--- config.mk ---
export PLATFORM = sky130hd
export DESIGN_NAME = icache_ctrl
export DESIGN_NICKNAME = d
export VERILOG_FILES = /design/src/rtl/icache_pkg.sv /design/src/rtl/icache_ctrl_sat_counter.sv /design/src/rtl/icache_ctrl.sv
export SDC_FILE = /design/constraint.sdc
export NUM_CORES = 1
export LEC_CHECK = 0
export CAP_MARGIN = 40
export CELL_PAD_IN_SITES_DETAIL_PLACEMENT = 2
export CELL_PAD_IN_SITES_GLOBAL_PLACEMENT = 2
export CORE_MARGIN = 2
export CORE_UTILIZATION = 30
export CTS_CLUSTER_DIAMETER = 80
export CTS_CLUSTER_SIZE = 20
export DETAILED_ROUTE_END_ITERATION = 10
export PLACE_DENSITY_LB_ADDON = 0.1
export SLEW_MARGIN = 10
export SYNTH_ARGS = -nofsm -noshare
export SYNTH_HDL_FRONTEND = slang
export SYNTH_HIERARCHICAL = 1
export SYNTH_SLANG_ARGS = --single-unit
--- constraint.sdc ---
create_clock -name CLK -period 5.9 [get_ports CLK]
set_input_delay 1.18 -clock CLK [delete_from_list [all_inputs] [get_ports CLK]]
set_output_delay 1.18 -clock CLK [all_outputs]
set_load 0.02 [all_outputs]
--- src/rtl/icache_pkg.sv ---
// Shared constants and state encoding for the instruction-cache sequencer.
package icache_pkg;

    // Geometry shared with the 4-way instruction cache
    localparam int unsigned ICACHE_ADDR_W = 20;
    localparam int unsigned WORD_W        = 32;
    localparam int unsigned LINE_BYTES    = 4;
    localparam int unsigned OFFSET_W      = $clog2(LINE_BYTES);

    typedef enum logic [2:0] {
        ST_IDLE   = 3'd0,
        ST_LOOKUP = 3'd1,
        ST_CHECK  = 3'd2,
        ST_MREQ   = 3'd3,
        ST_FILL   = 3'd4
    } state_e;

    // Width of a counter that must be able to reach timeout-1 (at least 1 bit)
    function automatic int unsigned wd_width(input int unsigned timeout);
        return (timeout < 2) ? 1 : $clog2(timeout + 1);
    endfunction

endpackage

--- src/rtl/icache_ctrl_sat_counter.sv ---
// Saturating up-counter with synchronous clear; sticks at all-ones.
module sat_counter #(
    parameter int unsigned W = 8
) (
    input  logic         i_clk,
    input  logic         i_rst,
    input  logic         i_clr,
    input  logic         i_inc,
    output logic [W-1:0] o_count
);

    logic [W-1:0] r_count;

    // Count up on inc, hold at all-ones, clear on request
    always_ff @(posedge i_clk or posedge i_rst) begin
        if (i_rst) begin
            r_count <= '0;
        end else if (i_clr) begin
            r_count <= '0;
        end else if (i_inc && (r_count != '1)) begin
            r_count <= r_count + W'(1);
        end
    end

    assign o_count = r_count;

endmodule

--- src/rtl/icache_ctrl.sv ---
// Fetch-side sequencer: cache lookup, miss refill from memory, critical-word
// forward, hit/miss statistics and a memory-response watchdog.
module icache_ctrl
    import icache_pkg::*;
#(
    parameter int unsigned ADDR_W  = ICACHE_ADDR_W,
    parameter int unsigned TIMEOUT = 255,
    parameter int unsigned CNT_W   = 32
) (
    input  logic              CLK,
    input  logic              RST,
    input  logic              req_valid,
    input  logic [ADDR_W-1:0] req_addr,
    output logic              req_ready,
    output logic              instr_valid,
    output logic [WORD_W-1:0] instr,
    output logic              cache_read_en,
    output logic              cache_fetch,
    output logic [ADDR_W-1:0] cache_read_addr,
    output logic [ADDR_W-1:0] cache_write_addr,
    output logic [WORD_W-1:0] cache_write_data,
    input  logic              cache_miss,
    input  logic [WORD_W-1:0] cache_rdata,
    output logic              mem_req,
    output logic [ADDR_W-1:0] mem_addr,
    input  logic              mem_ack,
    input  logic [WORD_W-1:0] mem_rdata,
    output logic              mem_err,
    output logic [CNT_W-1:0]  hit_count,
    output logic [CNT_W-1:0]  miss_count
);

    localparam int unsigned WD_W    = wd_width(TIMEOUT);
    localparam int unsigned TO_LAST = (TIMEOUT == 0) ? 0 : TIMEOUT - 1;

    state_e              r_state;
    logic [ADDR_W-1:0]   r_addr_q;
    logic [WORD_W-1:0]   r_data_q;
    logic [WORD_W-1:0]   r_instr;
    logic                r_instr_valid;
    logic                r_req_ready;
    logic                r_read_en;
    logic                r_fetch;
    logic                r_mem_req;
    logic                r_mem_err;

    logic [ADDR_W-1:0]   w_addr_aligned;
    logic                w_hit;
    logic                w_miss;
    logic                w_in_mreq;
    logic                w_wd_inc;
    logic [WD_W-1:0]     w_wd_count;
    logic                w_wd_expired;

    // Word-align the incoming fetch address (byte offset is don't-care)
    assign w_addr_aligned = req_addr & ~ADDR_W'(LINE_BYTES - 1);

    assign w_in_mreq    = (r_state == ST_MREQ);
    assign w_hit        = (r_state == ST_CHECK) && !cache_miss;
    assign w_miss       = (r_state == ST_CHECK) &&  cache_miss;
    assign w_wd_inc     = w_in_mreq && !mem_ack;
    // Last waiting cycle reached with no ack; a zero TIMEOUT never expires
    assign w_wd_expired = (TIMEOUT != 0) && w_in_mreq && !mem_ack
                          && (w_wd_count == WD_W'(TO_LAST));

    sat_counter #(.W(CNT_W)) u_hit_cnt (
        .i_clk   (CLK),
        .i_rst   (RST),
        .i_clr   (1'b0),
        .i_inc   (w_hit),
        .o_count (hit_count)
    );

    sat_counter #(.W(CNT_W)) u_miss_cnt (
        .i_clk   (CLK),
        .i_rst   (RST),
        .i_clr   (1'b0),
        .i_inc   (w_miss),
        .o_count (miss_count)
    );

    // Watchdog counts waiting MREQ cycles; held at zero elsewhere
    sat_counter #(.W(WD_W)) u_wd_cnt (
        .i_clk   (CLK),
        .i_rst   (RST),
        .i_clr   (!w_in_mreq),
        .i_inc   (w_wd_inc),
        .o_count (w_wd_count)
    );

    // Sequencer: state and all control outputs registered together
    always_ff @(posedge CLK or posedge RST) begin
        if (RST) begin
            r_state       <= ST_IDLE;
            r_addr_q      <= '0;
            r_data_q      <= '0;
            r_instr       <= '0;
            r_instr_valid <= 1'b0;
            r_req_ready   <= 1'b1;
            r_read_en     <= 1'b0;
            r_fetch       <= 1'b0;
            r_mem_req     <= 1'b0;
            r_mem_err     <= 1'b0;
        end else begin
            r_instr_valid <= 1'b0;
            r_read_en     <= 1'b0;
            r_fetch       <= 1'b0;
            case (r_state)
                ST_IDLE: begin
                    if (req_valid) begin
                        r_addr_q    <= w_addr_aligned;
                        r_read_en   <= 1'b1;
                        r_req_ready <= 1'b0;
                        r_state     <= ST_LOOKUP;
                    end
                end
                ST_LOOKUP: begin
                    r_state <= ST_CHECK;
                end
                ST_CHECK: begin
                    if (!cache_miss) begin
                        r_instr       <= cache_rdata;
                        r_instr_valid <= 1'b1;
                        r_req_ready   <= 1'b1;
                        r_state       <= ST_IDLE;
                    end else begin
                        r_mem_req <= 1'b1;
                        r_state   <= ST_MREQ;
                    end
                end
                ST_MREQ: begin
                    if (mem_ack) begin
                        r_data_q  <= mem_rdata;
                        r_mem_req <= 1'b0;
                        r_fetch   <= 1'b1;
                        r_state   <= ST_FILL;
                    end else if (w_wd_expired) begin
                        r_mem_req     <= 1'b0;
                        r_mem_err     <= 1'b1;
                        r_instr       <= '0;
                        r_instr_valid <= 1'b1;
                        r_req_ready   <= 1'b1;
                        r_state       <= ST_IDLE;
                    end
                end
                ST_FILL: begin
                    // Forward the refilled word directly, no second lookup
                    r_instr       <= r_data_q;
                    r_instr_valid <= 1'b1;
                    r_req_ready   <= 1'b1;
                    r_state       <= ST_IDLE;
                end
                default: begin
                    r_mem_req   <= 1'b0;
                    r_req_ready <= 1'b1;
                    r_state     <= ST_IDLE;
                end
            endcase
        end
    end

    assign req_ready        = r_req_ready;
    assign instr_valid      = r_instr_valid;
    assign instr            = r_instr;
    assign cache_read_en    = r_read_en;
    assign cache_fetch      = r_fetch;
    assign cache_read_addr  = r_addr_q;
    assign cache_write_addr = r_addr_q;
    assign cache_write_data = r_data_q;
    assign mem_req          = r_mem_req;
    assign mem_addr         = r_addr_q;
    assign mem_err          = r_mem_err;

endmodule

==> impl_metrics.ini <==
[placement]
placed_area_sq_um = 11500
place_hpwl_um = 21100
io_buffers = 274
gp_congestion = 0.725
placed_cells = 1414
pre_cts_ws_ps = 1850

[power]
peakVddDrop_v = 0.000250
leakage_nw = 4.85
finalPower_mw = 5.34
p_per_area_nw_per_um2 = 442

[setup_path]
critPathMaxStageDelay_ps = 560
crit_fanout = 15
crit_start = cache_miss
crit_path_end_kind = flop
reg2reg_depth = 9
path_cells = clkdlybuf4s50_1, nor3_1, nand4_1, nor3_1, o311ai_1, buf_4, or4_1, a21oi_1
critPathRequiredTime_ps = 6250
timing.rr.start = r_state[1]
r2r_end = u_hit_cnt/o_count[27]
arrival_ps = 3950
worstSetupStartpointType = primary input
cp_common_cell = nor3_1
critPathKind = primary input to flop
r2r_slack_ps = 2620
crit_slowest_cell = nor3_1

[routing]
drcViolationCount = 0
drtPass1Iterations = 4
ant_nets = 0
via_count = 7510
finalWirelength_um = 29300
drtIter0Drc = 290
wl_per_cell_um = 20.2
post_drt_via_cell_ratio = 5.18

[synthesis]
synth_area_leaders = dfrtp_1 47%, mux2_2 7.0%, mux2_4 5.8%
yosysTopAreaCell = dfrtp_1
synth.avg_cell_area_sq_um = 10.6
synth.distinct_cells = 59
synthCells = 812
synth_async_sr_flop_share_pct = 100
synth_area_sq_um = 8570
ys.flop_type = dfrtp_1
synth_edf_count = 0
synth-seq-cells = 163
synth_top_area_share_pct = 47.3
yosysMostFrequentCell = dfrtp_1
ys_warn_count = 6
synth_common_cells = 162 x dfrtp_1, 89 x a21oi_1, 74 x nor2_1
seq_area_frac_synth_pct = 47.6

[floorplan]
io_pins = 283
fp.dieH_um = 173
die_area_sq_um = 29900
initial_core_util_pct = 30.7
core_sq_um = 27900
fp.dieW_um = 173
rows = 61

[grt]
gr-usage-all-layers_pct = 19.7
grt_max_degree = 52
grt_first_pass_wirelength_um = 47300
antenna_found_initial = 2
grt_pass1_vias = 8208
grt-ovfl-total = 0

[hold_path]
whs_path_depth = 1
whs_endpoint = mem_err
hold_path_class = flop to flop
hold_start = mem_err

[cts]
tritoncts = done
clk_pin_slew_ps = 70
numCtsBuffers = 17
cts.sinks = 163
cts_buffer_depth = 2
clk_latency_ps = 430
ctsResizeCount = 0
cts_setup_buffers = 0
cts-htree-levels = 4
root_buffer = clkbuf_16
cts_hold_buf = 0

[sta]
min_period_over_period_pct = 61.0
slew_headroom_pct = 31.4
tns_ps = 0
fmax_ghz = 0.278
clock-skew-final_ps = 22.1
fin_ws_ps = 2300
hold_violations = 0
period_minus_slack_ps = 3600
slew_viol_final = 0
rsz0062_at_grt = false
finalSetupViolations = 0
tightest_slew_ps = 1030

[run_status]
status = finished clean

[flow_run]
maxCapViolations = 0

[cells_and_area]
seq_area_sq_um = 4080
multiInputGateArea_sq_um = 3950
fill_cells = 2993
layout-drive-gt1-share_pct = 14.4
fin_cells = 1449
finalInstanceArea_sq_um = 12100
area_delta_synth_final_pct = 41.1
fin_nets = 1147
==> per-stage QoR <==
stage                     hold slack [ps]  util [%]
after CTS                             476      43.3
after floorplan                       518         -
after global routing                  485      43.3
final                                 471      43.3
after detailed placement              451      41.2
after global placement                441      40.9
==> placed cells by master (no fill, tap or decap), types with 3 or more instances in the layout <==
cell	count
clkdlybuf4s50_1	274
dfrtp_1	162
a21oi_1	89
nor2_1	74
mux2_2	53
mux2_4	33
o31ai_1	32
nand2_1	28
or4_1	28
o21ai_0	24
or3_1	24
nand3_1	22
inv_1	20
a211oi_1	19
clkbuf_16	17
conb_1	16
nand4_1	15
o22ai_1	14
buf_4	13
and4_1	9
and3_1	7
nor4_1	6
nor2b_1	5
nor3_1	4
xnor2_1	4
diode_2	3
a21o_1	3
clkinv_4	3
clkinvlp_4	3
clkbuf_1	3
o211a_1	3
mux2i_1	3
ha_1	3
==> area by class of cell <==
| cell class | instances | area share, % |
|---|---|---|
| antenna | 3 | 0.0621 |
| clock buffer | 20 | 3.61 |
| clock inverter | 12 | 1.23 |
| inverter | 22 | 0.704 |
| multi-input combinational | 560 | 32.7 |
| sequential | 163 | 33.7 |
| tap | 378 | 3.91 |
| timing repair buffer | 291 | 24.0 |
==> where the power goes <==
part / total, mW / leakage [nW] / internal (mW) / switching, mW
Combinational: 2.50 / 2.46 / 1.24 / 1.26
Clock: 1.15 / 0.275 / 0.635 / 0.510
Sequential: 1.69 / 2.11 / 1.43 / 0.265
Total: 5.34 / 4.85 / 3.31 / 2.04
==> critical path, delay by kind of cell <==
kind	cells	cell delay (ps)
AOI/OAI and AO/OA	2	300
buffers and inverters	2	710
and+or+nand+nor	4	1760
==> kinds of logic after synthesis <==
kind of cell	count (synthesis)	share of synthesized area, %
simple gates	240	15.6
compound gates	206	15.5
flops	163	47.6
buf+inv	104	7.18
mux	89	13.1
xor+xnor	6	0.613
fa+ha+maj	3	0.438
other cells	1	0.0437
==> routing by layer <==
layer  routed length (um)  vias up  GRT usage [%]
li1                     -     3449              -
met1                12100     3840           23.2
met2                14600      201           33.9
met3                 2170       18           7.41
met4                  327        2           4.87
met5                   13        -              0
==> sequential cells by signal, indices dropped and copies added, names as in the netlist <==
name / count
cache_fetch: 1
u_miss_cnt/o_count: 32
cache_read_addr: 18
cache_read_en: 1
mem_err: 1
instr_valid: 1
u_hit_cnt/o_count: 32
cache_write_data: 32
instr: 32
mem_req: 1
u_wd_cnt/o_count: 8
req_ready: 1
r_state: 3
==> worst max path at each step <==
stage                            endpoint  depth (start not counted)  slack (ps)
CTS                 u_hit_cnt/o_count[27]                          8        2280
global route        u_hit_cnt/o_count[27]                          8        2040
finish              u_hit_cnt/o_count[27]                          8        2300
floorplan                     cache_fetch                          1        2360
global placement    u_hit_cnt/o_count[27]                          8        1920
detailed placement  u_hit_cnt/o_count[27]                          8        1850
(Power assumes the default switching activity.)
